<file path="config.mk">
export PLATFORM = sky130hd
export DESIGN_NAME = fb_scan_arbiter
export DESIGN_NICKNAME = d
export VERILOG_FILES = /design/src/rtl/fb_pkg.sv /design/src/rtl/fb_swap_fsm.sv /design/src/rtl/fb_scan_arbiter.sv
export SDC_FILE = /design/constraint.sdc
export NUM_CORES = 1
export LEC_CHECK = 0
export ABC_AREA = 1
export CAP_MARGIN = 20
export CORE_ASPECT_RATIO = 0.75
export CORE_MARGIN = 2
export CORE_UTILIZATION = 25
export CTS_BUF_LIST = sky130_fd_sc_hd__clkbuf_8
export DETAILED_ROUTE_END_ITERATION = 12
export GPL_TIMING_DRIVEN = 0
export PLACE_DENSITY = 0.52
export SLEW_MARGIN = 10
export SYNTH_ARGS = -nofsm -noshare
export SYNTH_HDL_FRONTEND = slang
export SYNTH_SLANG_ARGS = --single-unit
</file>
<file path="constraint.sdc">
create_clock -name clk_pixel_in -period 4.14 [get_ports clk_pixel_in]
set_input_delay 0.828 -clock clk_pixel_in [delete_from_list [all_inputs] [get_ports clk_pixel_in]]
set_output_delay 0.828 -clock clk_pixel_in [all_outputs]
set_load 0.01 [all_outputs]
</file>
<file path="src/rtl/fb_pkg.sv">
// -----------------------------------------------------------------------------
// fb_pkg
// Shared definitions for the framebuffer scanout arbiter:
//   - DATA_W        : default pixel word width (RGB565)
//   - fb_w / fb_h   : framebuffer dimensions after the display downscale
//   - fb_depth      : pixels per bank
//   - fb_addr_w     : BRAM address width; one extra MSB selects the bank
//   - swap_state_t  : states of the double-buffer swap machine
// -----------------------------------------------------------------------------
package fb_pkg;

  localparam int DATA_W = 16;

  typedef enum logic {
    SWAP_IDLE    = 1'b0,
    SWAP_PENDING = 1'b1
  } swap_state_t;

  // Framebuffer width in pixels for a given display width and downscale.
  function automatic int fb_w(input int h_active, input int scale_log2);
    return h_active >> scale_log2;
  endfunction

  // Framebuffer height in lines for a given display height and downscale.
  function automatic int fb_h(input int v_active, input int scale_log2);
    return v_active >> scale_log2;
  endfunction

  // Pixels held in one bank.
  function automatic int fb_depth(input int h_active, input int v_active,
                                  input int scale_log2);
    return fb_w(h_active, scale_log2) * fb_h(v_active, scale_log2);
  endfunction

  // Address width covering one bank plus the bank-select MSB.
  function automatic int fb_addr_w(input int h_active, input int v_active,
                                   input int scale_log2);
    return $clog2(fb_depth(h_active, v_active, scale_log2)) + 1;
  endfunction

endpackage

</file>
<file path="src/rtl/fb_swap_fsm.sv">
// -----------------------------------------------------------------------------
// fb_swap_fsm
// Double-buffer swap control. A swap request from the drawer is latched and
// only committed on the next new-frame pulse, so the scanout bank never
// changes in the middle of a visible frame.
//
// Ports:
//   clk_pixel_in     : pixel clock
//   rst_in           : synchronous, active-low reset
//   swap_req_in      : pulse, back buffer is complete
//   nf_in            : new-frame pulse from the timing generator
//   front_sel_out    : bank currently scanned out (registered)
//   swap_pending_out : request latched, not yet committed (registered)
//   swap_done_out    : one-cycle pulse on the cycle after commit (registered)
// -----------------------------------------------------------------------------
module fb_swap_fsm
  import fb_pkg::*;
(
  input  logic clk_pixel_in,
  input  logic rst_in,
  input  logic swap_req_in,
  input  logic nf_in,
  output logic front_sel_out,
  output logic swap_pending_out,
  output logic swap_done_out
);

  swap_state_t state_r;
  logic        front_sel_r;
  logic        pending_r;
  logic        done_r;

  // Swap state machine with registered outputs. A request arriving in the same
  // cycle as nf_in only arms the machine; the commit waits for the next frame.
  // Requests seen while already pending are dropped rather than queued.
  always_ff @(posedge clk_pixel_in) begin
    if (!rst_in) begin
      state_r     <= SWAP_IDLE;
      front_sel_r <= 1'b0;
      pending_r   <= 1'b0;
      done_r      <= 1'b0;
    end else begin
      case (state_r)
        SWAP_IDLE: begin
          done_r <= 1'b0;
          if (swap_req_in) begin
            state_r   <= SWAP_PENDING;
            pending_r <= 1'b1;
          end else begin
            state_r   <= SWAP_IDLE;
            pending_r <= 1'b0;
          end
        end
        SWAP_PENDING: begin
          if (nf_in) begin
            state_r     <= SWAP_IDLE;
            front_sel_r <= ~front_sel_r;
            pending_r   <= 1'b0;
            done_r      <= 1'b1;
          end else begin
            state_r   <= SWAP_PENDING;
            pending_r <= 1'b1;
            done_r    <= 1'b0;
          end
        end
        default: begin
          state_r   <= SWAP_IDLE;
          pending_r <= 1'b0;
          done_r    <= 1'b0;
        end
      endcase
    end
  end

  assign front_sel_out    = front_sel_r;
  assign swap_pending_out = pending_r;
  assign swap_done_out    = done_r;

endmodule

</file>
<file path="src/rtl/fb_scan_arbiter.sv">
// -----------------------------------------------------------------------------
// fb_scan_arbiter
// Owns the single-port framebuffer BRAM and shares it between display scanout
// and the drawing engine. Scanout fetches (one per SCALE display pixels) always
// win the port; drawer writes use valid/ready and target the back bank only.
// Bank swaps are requested by the drawer and committed at the frame boundary.
//
// Ports:
//   clk_pixel_in     : pixel clock
//   rst_in           : synchronous, active-low reset
//   hcount_in        : timing generator horizontal count
//   vcount_in        : timing generator vertical count
//   ad_in            : active-draw flag
//   nf_in            : new-frame pulse
//   wr_valid_in      : drawer write request
//   wr_addr_in       : pixel index within the back bank
//   wr_data_in       : pixel value
//   wr_ready_out     : write accepted when high together with wr_valid_in
//   swap_req_in      : pulse, back buffer complete
//   swap_pending_out : swap requested but not yet committed
//   swap_done_out    : one-cycle pulse when the swap commits
//   front_sel_out    : bank currently scanned out
//   mem_en_out       : BRAM enable (registered)
//   mem_we_out       : BRAM write enable (registered)
//   mem_addr_out     : BRAM address, MSB is the bank (registered)
//   mem_din_out      : BRAM write data (registered)
//   mem_dout_in      : BRAM read data, READ_LATENCY cycles after the address
//   pix_valid_out    : active flag aligned with pix_data_out
//   pix_data_out     : scanout pixel, zero when inactive
//
// Latency from hcount/vcount/ad_in to pix_valid_out/pix_data_out is
// READ_LATENCY+2 cycles.
// -----------------------------------------------------------------------------
module fb_scan_arbiter
  import fb_pkg::*;
#(
  parameter  int H_ACTIVE     = 1280,
  parameter  int V_ACTIVE     = 720,
  parameter  int SCALE_LOG2   = 2,
  parameter  int DATA_W       = fb_pkg::DATA_W,
  parameter  int READ_LATENCY = 2,
  localparam int ADDR_W       = fb_addr_w(H_ACTIVE, V_ACTIVE, SCALE_LOG2)
) (
  input  logic              clk_pixel_in,
  input  logic              rst_in,
  input  logic [10:0]       hcount_in,
  input  logic [9:0]        vcount_in,
  input  logic              ad_in,
  input  logic              nf_in,
  input  logic              wr_valid_in,
  input  logic [ADDR_W-2:0] wr_addr_in,
  input  logic [DATA_W-1:0] wr_data_in,
  output logic              wr_ready_out,
  input  logic              swap_req_in,
  output logic              swap_pending_out,
  output logic              swap_done_out,
  output logic              front_sel_out,
  output logic              mem_en_out,
  output logic              mem_we_out,
  output logic [ADDR_W-1:0] mem_addr_out,
  output logic [DATA_W-1:0] mem_din_out,
  input  logic [DATA_W-1:0] mem_dout_in,
  output logic              pix_valid_out,
  output logic [DATA_W-1:0] pix_data_out
);

  localparam int FB_W     = fb_w(H_ACTIVE, SCALE_LOG2);
  localparam int FB_DEPTH = fb_depth(H_ACTIVE, V_ACTIVE, SCALE_LOG2);
  localparam int LIN_W    = ADDR_W - 1;
  // One stage for the registered address, READ_LATENCY for the BRAM itself.
  localparam int PIPE_D   = READ_LATENCY + 1;

  logic              front_sel_s;
  logic              swap_pending_s;
  logic              scan_slot_s;
  logic [LIN_W-1:0]  scan_lin_s;
  logic              wr_ready_s;
  logic              wr_fire_s;
  logic              wr_in_range_s;

  logic              mem_en_r;
  logic              mem_we_r;
  logic [ADDR_W-1:0] mem_addr_r;
  logic [DATA_W-1:0] mem_din_r;

  logic [PIPE_D-1:0] fetch_vld_r;
  logic [PIPE_D-1:0] ad_dly_r;
  logic [DATA_W-1:0] hold_r;
  logic [DATA_W-1:0] pix_word_s;
  logic              pix_valid_r;
  logic [DATA_W-1:0] pix_data_r;

  fb_swap_fsm u_swap_fsm (
    .clk_pixel_in     (clk_pixel_in),
    .rst_in           (rst_in),
    .swap_req_in      (swap_req_in),
    .nf_in            (nf_in),
    .front_sel_out    (front_sel_s),
    .swap_pending_out (swap_pending_s),
    .swap_done_out    (swap_done_out)
  );

  // Scan slot decode, linear framebuffer index and write handshake.
  // The row*width product is formed at 32 bits and only then cut down to the
  // bank index width, so out-of-range counts wrap instead of overflowing early.
  always_comb begin
    scan_slot_s   = ad_in && (hcount_in[SCALE_LOG2-1:0] == {SCALE_LOG2{1'b0}});
    scan_lin_s    = LIN_W'((32'(vcount_in) >> SCALE_LOG2) * 32'(FB_W)
                           + (32'(hcount_in) >> SCALE_LOG2));
    // Writes are stalled while a swap is pending so the finished frame stays
    // intact until it is displayed.
    wr_ready_s    = rst_in && !scan_slot_s && !swap_pending_s;
    wr_fire_s     = wr_valid_in && wr_ready_s;
    wr_in_range_s = (32'(wr_addr_in) < 32'(FB_DEPTH));
  end

  // Registered BRAM port: scan fetch first, accepted write second, otherwise
  // idle with address and data held to avoid needless toggling.
  always_ff @(posedge clk_pixel_in) begin
    if (!rst_in) begin
      mem_en_r   <= 1'b0;
      mem_we_r   <= 1'b0;
      mem_addr_r <= {ADDR_W{1'b0}};
      mem_din_r  <= {DATA_W{1'b0}};
    end else if (scan_slot_s) begin
      mem_en_r   <= 1'b1;
      mem_we_r   <= 1'b0;
      mem_addr_r <= {front_sel_s, scan_lin_s};
    end else if (wr_fire_s) begin
      // Out-of-range writes complete the handshake but never reach the array.
      mem_en_r   <= 1'b1;
      mem_we_r   <= wr_in_range_s;
      mem_addr_r <= {~front_sel_s, wr_addr_in};
      mem_din_r  <= wr_data_in;
    end else begin
      mem_en_r   <= 1'b0;
      mem_we_r   <= 1'b0;
    end
  end

  // Tag which BRAM returns belong to scan fetches, and carry the active flag
  // down the same pipeline depth. Reset flushes both, discarding any fetch in
  // flight.
  always_ff @(posedge clk_pixel_in) begin
    if (!rst_in) begin
      fetch_vld_r <= {PIPE_D{1'b0}};
      ad_dly_r    <= {PIPE_D{1'b0}};
    end else begin
      fetch_vld_r <= {fetch_vld_r[PIPE_D-2:0], scan_slot_s};
      ad_dly_r    <= {ad_dly_r[PIPE_D-2:0], ad_in};
    end
  end

  // Hold the last fetched word; it is replayed for SCALE display pixels.
  always_ff @(posedge clk_pixel_in) begin
    if (!rst_in) begin
      hold_r <= {DATA_W{1'b0}};
    end else if (fetch_vld_r[PIPE_D-1]) begin
      hold_r <= mem_dout_in;
    end else begin
      hold_r <= hold_r;
    end
  end

  // On the cycle a fetch returns, bypass the hold register so the first pixel
  // of each group is not delayed by an extra cycle.
  always_comb begin
    pix_word_s = hold_r;
    if (fetch_vld_r[PIPE_D-1]) begin
      pix_word_s = mem_dout_in;
    end else begin
      pix_word_s = hold_r;
    end
  end

  // Registered pixel output, blanked to zero outside the active region.
  always_ff @(posedge clk_pixel_in) begin
    if (!rst_in) begin
      pix_valid_r <= 1'b0;
      pix_data_r  <= {DATA_W{1'b0}};
    end else begin
      pix_valid_r <= ad_dly_r[PIPE_D-1];
      pix_data_r  <= ad_dly_r[PIPE_D-1] ? pix_word_s : {DATA_W{1'b0}};
    end
  end

  assign wr_ready_out     = wr_ready_s;
  assign swap_pending_out = swap_pending_s;
  assign front_sel_out    = front_sel_s;
  assign mem_en_out       = mem_en_r;
  assign mem_we_out       = mem_we_r;
  assign mem_addr_out     = mem_addr_r;
  assign mem_din_out      = mem_din_r;
  assign pix_valid_out    = pix_valid_r;
  assign pix_data_out     = pix_data_r;

endmodule

</file>
==> impl_metrics.py, run 1 <==
metrics = {
    "outcome": {
        "status": "finished, final reports clean",
    },
    "clock_network": {
        "clock-sinks": 77,
        "cts_buffer_depth": 2,
        "h_tree_levels": 3,
        "clock_pin_slew_reported_for_the_worst_setup_and_hold_paths_after_clock_tree_synthesis_ps": 80,
        "cts.hold.buffers_added": 0,
        "worst_skew_pair.late_latency_ps": 350,
        "cts_setup_buffers": 0,
        "cts_tree": "done",
        "cts-buffers-inserted": 9,
        "cts.root.buffer_cell": "sky130_fd_sc_hd__clkbuf_8",
        "cts_resized": 0,
    },
    "timing": {
        "timing.max_slew.rel_slack": 0.6038,
        "hold_violations": 0,
        "timing.final.setup_violations": 0,
        "holdWs_ps": 424.4,
        "fmaxAchievable_mhz": 312.8,
        "tightest_slew_ps": 594.4,
        "skew_ps": 4.176,
        "finalWorstSetupSlack_ps": 942.9,
        "rsz0062_at_grt": "false",
        "final_critical_period_ps": 3197,
        "slew_violations": 0,
        "setup-tns-final_ps": 0,
        "fin_crit_sh": 0.7723,
    },
    "route": {
        "vias": 2963,
        "detailed_route_wire_length_mm": 9.198,
        "route.detailed.wl_per_inst_um": 13.31,
        "vias_per_cell": 4.288,
        "ant_nets": 0,
        "dr.first_iter.drc_count": 99,
        "remaining_drc_errors": 0,
        "router_iterations_before_antenna_repair": 4,
    },
    "die": {
        "floorplan.io_pins": 131,
        "std_cell_rows": 35,
        "die_h_um": 102.3,
        "core_region_area_um2": 12440,
        "die_width_um": 135.1,
        "die_area_um2": 13820,
        "starting_density_of_the_core": 0.2591,
    },
    "power": {
        "report.power.total_mw": 1.686,
        "pwr_density_cell_nw_per_um2": 342.7,
        "vdd_ir_drop_max_v": 0.0001460,
        "p_leak_nw": 1.946,
    },
    "place": {
        "port_buffers": 128,
        "place_hpwl_mm": 7.082,
        "gp_congestion": 0.7244,
        "placement.setup.worst_slack_ps": 758.8,
    },
    "worst_setup_path": {
        "path_class": "input port to output pin",
        "worst_setup_path_start_kind": "input port",
        "worstReg2RegEnd": "mem_addr_out[13]",
        "worst_r2r_startpoint": "u_swap_fsm.swap_pending_out",
        "startpoint": "hcount_in[0]",
        "rr_worst_depth": 9,
        "timing.critical_path.required_ps": 3310,
        "path_max_fanout": 6,
        "setup.reg_to_reg.worst_slack_ps": 2740,
        "worst_setup_path_end_kind": "output pin",
        "timing.critical_path.arrival_ps": 2370,
    },
    "yosys": {
        "number_of_synthesized_flops_with_an_enable_pin": 0,
        "synth_top_cell_area_share": 0.4784,
        "main_combinational_cell_family_by_area_after_synthesis": "simple AND/OR/NAND/NOR gates",
        "synth.ff_latch_count": 77,
        "synth_top_cells_by_area": "sky130_fd_sc_hd__dfxtp_1, sky130_fd_sc_hd__nand2_1, sky130_fd_sc_hd__ha_1, sky130_fd_sc_hd__nor2_1, sky130_fd_sc_hd__mux2i_1",
        "postSynth.asyncResetShare": 0,
        "yosys-top-cells-count": "sky130_fd_sc_hd__nand2_1, sky130_fd_sc_hd__dfxtp_1, sky130_fd_sc_hd__nor2_1",
        "mappedNetlistArea_um2": 3222,
        "synth.yosys.warnings": 0,
        "yosys.cell_types.count": 35,
        "synth_top_flop_cell": "sky130_fd_sc_hd__dfxtp_1",
        "synthXorXnorAreaFrac": 0.02175,
        "synthSimpleGateAreaFrac": 0.2190,
        "synth-adder-area-share": 0.07068,
        "postSynthCellCount": 381,
        "share_of_the_synthesized_area_in_compound_gates_ao_oa_aoi_oai": 0.09748,
        "synth_seq_area_share": 0.4784,
        "muxShareOfSynthArea": 0.04971,
        "avgSynthCellArea_um2": 8.456,
        "yosysTopAreaCell": "sky130_fd_sc_hd__dfxtp_1",
        "synth_nets": 473,
        "synth.most_common_cell": "sky130_fd_sc_hd__nand2_1",
    },
    "layout": {
        "finalNetCount": 612,
        "antenna_cells_inserted": 0,
        "nFillCells": 1274,
        "area.growth.synth_to_final_pct": 52.66,
        "area_used_by_multi_input_combinational_logic_um2": 1478,
        "seq_area_um2": 1541,
        "layout-drive-gt1-share": 0.08000,
        "utilization": 0.3955,
    },
    "grt": {
        "vias_in_the_first_global_route": 2924,
        "globalRouteOverflowTotal": 0,
        "grt_start_max_net_pins": 15,
        "grt_usage": 0.1360,
        "grt_pass1_wl_mm": 14.65,
        "grt_antenna_before_repair": 0,
    },
    "job": {
        "total_of_max_cap_violations": 0,
    },
    "hold_path": {
        "worstHoldPathCells": 2,
        "min_to": "ad_dly_r[1]",
        "hold_path.class": "flip-flop to flip-flop",
        "min-delay-start": "ad_dly_r[0]",
    },
}
-- per-stage QoR --
step / cells / instance area (um2)
after floorplan: 381 / 3222
after global routing: 691 / 4918
final: 691 / 4918
after detailed placement: 675 / 4711
after CTS: 691 / 4918
after global placement: 675 / 4711
-- layout by cell type (no fill, tap or decap), types with 4 or more instances in the layout --
master and n:
sky130_fd_sc_hd__clkdlybuf4s50_1 128, sky130_fd_sc_hd__nand2_1 98, sky130_fd_sc_hd__dfxtp_1 77, sky130_fd_sc_hd__nor2_1 46
sky130_fd_sc_hd__a21oi_1 31, sky130_fd_sc_hd__inv_1 23, sky130_fd_sc_hd__mux2i_1 16, sky130_fd_sc_hd__ha_1 15
sky130_fd_sc_hd__nand3_1 11, sky130_fd_sc_hd__a22oi_1 11, sky130_fd_sc_hd__clkbuf_8 10, sky130_fd_sc_hd__clkbuf_1 6
sky130_fd_sc_hd__nand4_1 6, sky130_fd_sc_hd__buf_2 4
-- registers in the layout (all words and copies together), names as in the netlist, 3 cells and up --
| register | flops |
|---|---|
| mem_din_out | 16 |
| hold_r | 16 |
| mem_addr_out | 17 |
| pix_data_out | 16 |
| ad_dly_r | 3 |
| fetch_vld_r | 3 |
-- logic make-up after synthesis --
logic type	count (synthesis)
compound gates	53
xor+xnor	5
fa+ha+maj	17
buf+inv	43
flops	77
mux	16
simple gates	170
-- critical path, stage by stage --
cell and delay, ps:
sky130_fd_sc_hd__clkdlybuf4s50_1 460, sky130_fd_sc_hd__nor2_1 40, sky130_fd_sc_hd__nand2_1 240, sky130_fd_sc_hd__inv_2 130, sky130_fd_sc_hd__nor2_4 110, sky130_fd_sc_hd__clkdlybuf4s50_1 560
-- how the worst max path moves through the flow --
stage                                   to  slack, ps  depth (start not counted)
after global placement    mem_addr_out[15]        740                         14
final                         wr_ready_out        940                          6
after detailed placement  mem_addr_out[15]        760                         14
after floorplan           mem_addr_out[15]       1500                         12
after global routing          wr_ready_out        860                          6
after CTS                     wr_ready_out        900                          6
-- power by group --
group	total, mW	switching (mW)	internal (mW)
Clock	0.586	0.288	0.298
Combinational	0.323	0.155	0.168
Sequential	0.776	0.0116	0.765
-- per-layer routing --
layer / wire [um] / GRT usage
met1: 4297 / 0.1760
met2: 3801 / 0.2042
met3: 1013 / 0.06746
met4: 85 / 0.03205
met5: 0 / 0
-- layout make-up --
cell class	count	area share
plain buffers	16	0.02010
repair buffers	128	0.2605
clock inverters	6	0.01425
well taps	166	0.04223
clock buffers	10	0.02798
inverters	27	0.02111
multi-input cells	261	0.3004
flip-flops and latches	77	0.3134
(Power assumes the default switching activity.)
==> inputs of run 2 (changes only) <==
- PLACE_DENSITY: 0.52 -> 0.54
- clock period: 4.14 -> 2.85 ns (I/O delays scaled with it)
==> run 2 against run 1 <==
Against the previous run:
- clock power grew 56%
- sequential share of layout area shrank 0.15 points
- largest power group unchanged
- highest routed layer unchanged
- worst hold slack lost 7.9 ps
- global-route usage shrank 0.058 points
==> impl_metrics.py, run 2 (synthesis results as in run 1) <==
metrics = {
    "outcome": {
        "status": "finished, final reports clean",
    },
    "worst_setup_path": {
        "rr_worst_depth": 9,
        "path_max_fanout": 6,
        "setup.reg_to_reg.worst_slack_ps": 1460,
        "crit_path_top_delay_cell": "sky130_fd_sc_hd__clkdlybuf4s50_1",
        "max_stage_delay_ps": 550,
        "worst_r2r_startpoint": "u_swap_fsm.swap_pending_out",
        "critPathBufInv": 3,
        "timing.critical_path.required_ps": 2280,
        "worst_setup_path_end_kind": "output pin",
        "worstReg2RegEnd": "mem_addr_out[12]",
        "crit_chain": "clkdlybuf4s50_1 -> nor2_1 -> nand2_1 -> inv_2 -> nor2_4 -> clkdlybuf4s50_1",
        "timing.critical_path.arrival_ps": 2140,
        "path_class": "input port to output pin",
        "crit_family": "buffers and inverters",
        "path_common_cell": "sky130_fd_sc_hd__clkdlybuf4s50_1",
        "worst_setup_path_start_kind": "input port",
    },
    "clock_network": {
        "cts.root.buffer_cell": "sky130_fd_sc_hd__clkbuf_8",
        "cts_tree": "done",
        "clock_pin_slew_reported_for_the_worst_setup_and_hold_paths_after_clock_tree_synthesis_ps": 80,
        "cts_resized": 0,
        "cts_buffer_depth": 2,
        "cts.hold.buffers_added": 0,
        "cts_setup_buffers": 0,
        "h_tree_levels": 3,
        "worst_skew_pair.late_latency_ps": 350,
        "clock-sinks": 77,
        "cts-buffers-inserted": 9,
    },
    "route": {
        "router_iterations_before_antenna_repair": 4,
        "detailed_route_wire_length_mm": 9.196,
        "m1WireLength_mm": 4.219,
        "vias_per_cell": 4.314,
        "vias": 2981,
        "routed-wl-met2_mm": 3.889,
        "dr_wl_met3_um": 991,
        "remaining_drc_errors": 0,
        "ant_nets": 0,
        "topRoutingLayerUsed": "met4",
        "dr.first_iter.drc_count": 70,
        "route.detailed.wl_per_inst_um": 13.31,
    },
    "layout": {
        "finalNetCount": 612,
        "stdcell_count": 691,
        "area.growth.synth_to_final_pct": 53.40,
        "final_common_cell": "sky130_fd_sc_hd__clkdlybuf4s50_1",
        "layout-drive-gt1-share": 0.08381,
        "mostFrequentLayoutCells": "sky130_fd_sc_hd__clkdlybuf4s50_1, sky130_fd_sc_hd__nand2_1, sky130_fd_sc_hd__dfxtp_1",
        "utilization": 0.3974,
        "nFillCells": 1272,
        "layout.cell_area.non_filler_um2": 4942,
        "antenna_cells_inserted": 0,
        "largest_register_ff_count": 17,
    },
    "die": {
        "floorplan.io_pins": 131,
        "starting_density_of_the_core": 0.2591,
        "std_cell_rows": 35,
        "core_region_area_um2": 12440,
        "die_width_um": 135.1,
        "die_area_um2": 13820,
        "die_h_um": 102.3,
    },
    "place": {
        "gp_congestion": 0.7816,
        "place_hpwl_mm": 7.102,
        "dp.cells": 675,
        "dpl-instance-area_um2": 4711,
        "port_buffers": 128,
    },
    "timing": {
        "timing.max_slew.rel_slack": 0.6158,
        "setup-tns-final_ps": 0,
        "fin_crit_sh": 0.9505,
        "slew_violations": 0,
        "timing.final.setup_violations": 0,
        "skew_ps": 6.707,
        "fmaxAchievable_mhz": 369.1,
        "final_critical_period_ps": 2709,
        "tightest_slew_ps": 576.3,
        "hold_violations": 0,
        "rsz0062_at_grt": "false",
    },
    "power": {
        "pwr_density_cell_nw_per_um2": 508.8,
        "vdd_ir_drop_max_v": 0.0002650,
        "p_leak_nw": 1.954,
    },
    "hold_path": {
        "min_to": "ad_dly_r[1]",
        "min-delay-start": "ad_dly_r[0]",
        "worstHoldPathCells": 2,
        "hold_path.class": "flip-flop to flip-flop",
    },
    "grt": {
        "vias_in_the_first_global_route": 2982,
        "grt_start_max_net_pins": 15,
        "grt_pass1_wl_mm": 14.52,
        "grt_usage": 0.1354,
        "globalRouteOverflowTotal": 0,
        "grt_antenna_before_repair": 0,
    },
    "job": {
        "total_of_max_cap_violations": 0,
    },
}
## run 2: cell type report
type	count	area [um2]	share of cell area
Clock buffer	9	123.9	0.02506
Tap cell	166	207.7	0.04203
Buffer	16	98.84	0.02000
Inverter	27	103.9	0.02101
Timing Repair Buffer	128	1281	0.2592
Clock inverter	7	97.59	0.01975
Sequential cell	77	1541	0.3119
Multi-Input combinational cell	261	1488	0.3010
## run 2: how the worst max path moves through the flow
| stage | start | endpoint | cells past startpoint |
|---|---|---|---|
| floorplan | vcount_in[3] | mem_addr_out[15] | 12 |
| detailed placement | vcount_in[3] | mem_addr_out[15] | 13 |
| CTS | vcount_in[3] | mem_addr_out[15] | 14 |
| global route | hcount_in[1] | wr_ready_out | 6 |
| global placement | vcount_in[3] | mem_addr_out[15] | 14 |
| finish | hcount_in[0] | wr_ready_out | 6 |
## run 2: tightest hold or removal path: stages (launching register included)
cell and delay (ps):
sky130_fd_sc_hd__dfxtp_1 310, sky130_fd_sc_hd__nand2_1 50, sky130_fd_sc_hd__inv_1 40
## run 2: routing by layer
| metal | global-route usage | up-vias |
|---|---|---|
| li1 | - | 1528 |
| met1 | 0.1714 | 1334 |
| met2 | 0.2112 | 109 |
| met3 | 0.06300 | 10 |
| met4 | 0.03285 | 0 |
| met5 | 0 | - |
## run 2: stage by stage
step | power [mW] | setup slack [ps] | hold WS, ps
3_5_place_dp | 1.626 | -254.3 | 403.0
4_1_cts | 2.552 | 118.7 | 421.1
3_3_place_gp | 1.620 | -257.2 | 406.0
5_1_grt | 2.658 | 24.47 | 445.2
6_report | 2.515 | 141.0 | 416.6
2_1_floorplan | 1.396 | 467.0 | 390.5
## run 2: report_power, final
| group | internal, mW | leakage (nW) | switching [mW] |
|---|---|---|---|
| Clock | 0.497 | 0.106 | 0.414 |
| Sequential | 1.11 | 0.626 | 0.0187 |
| Combinational | 0.246 | 1.22 | 0.227 |
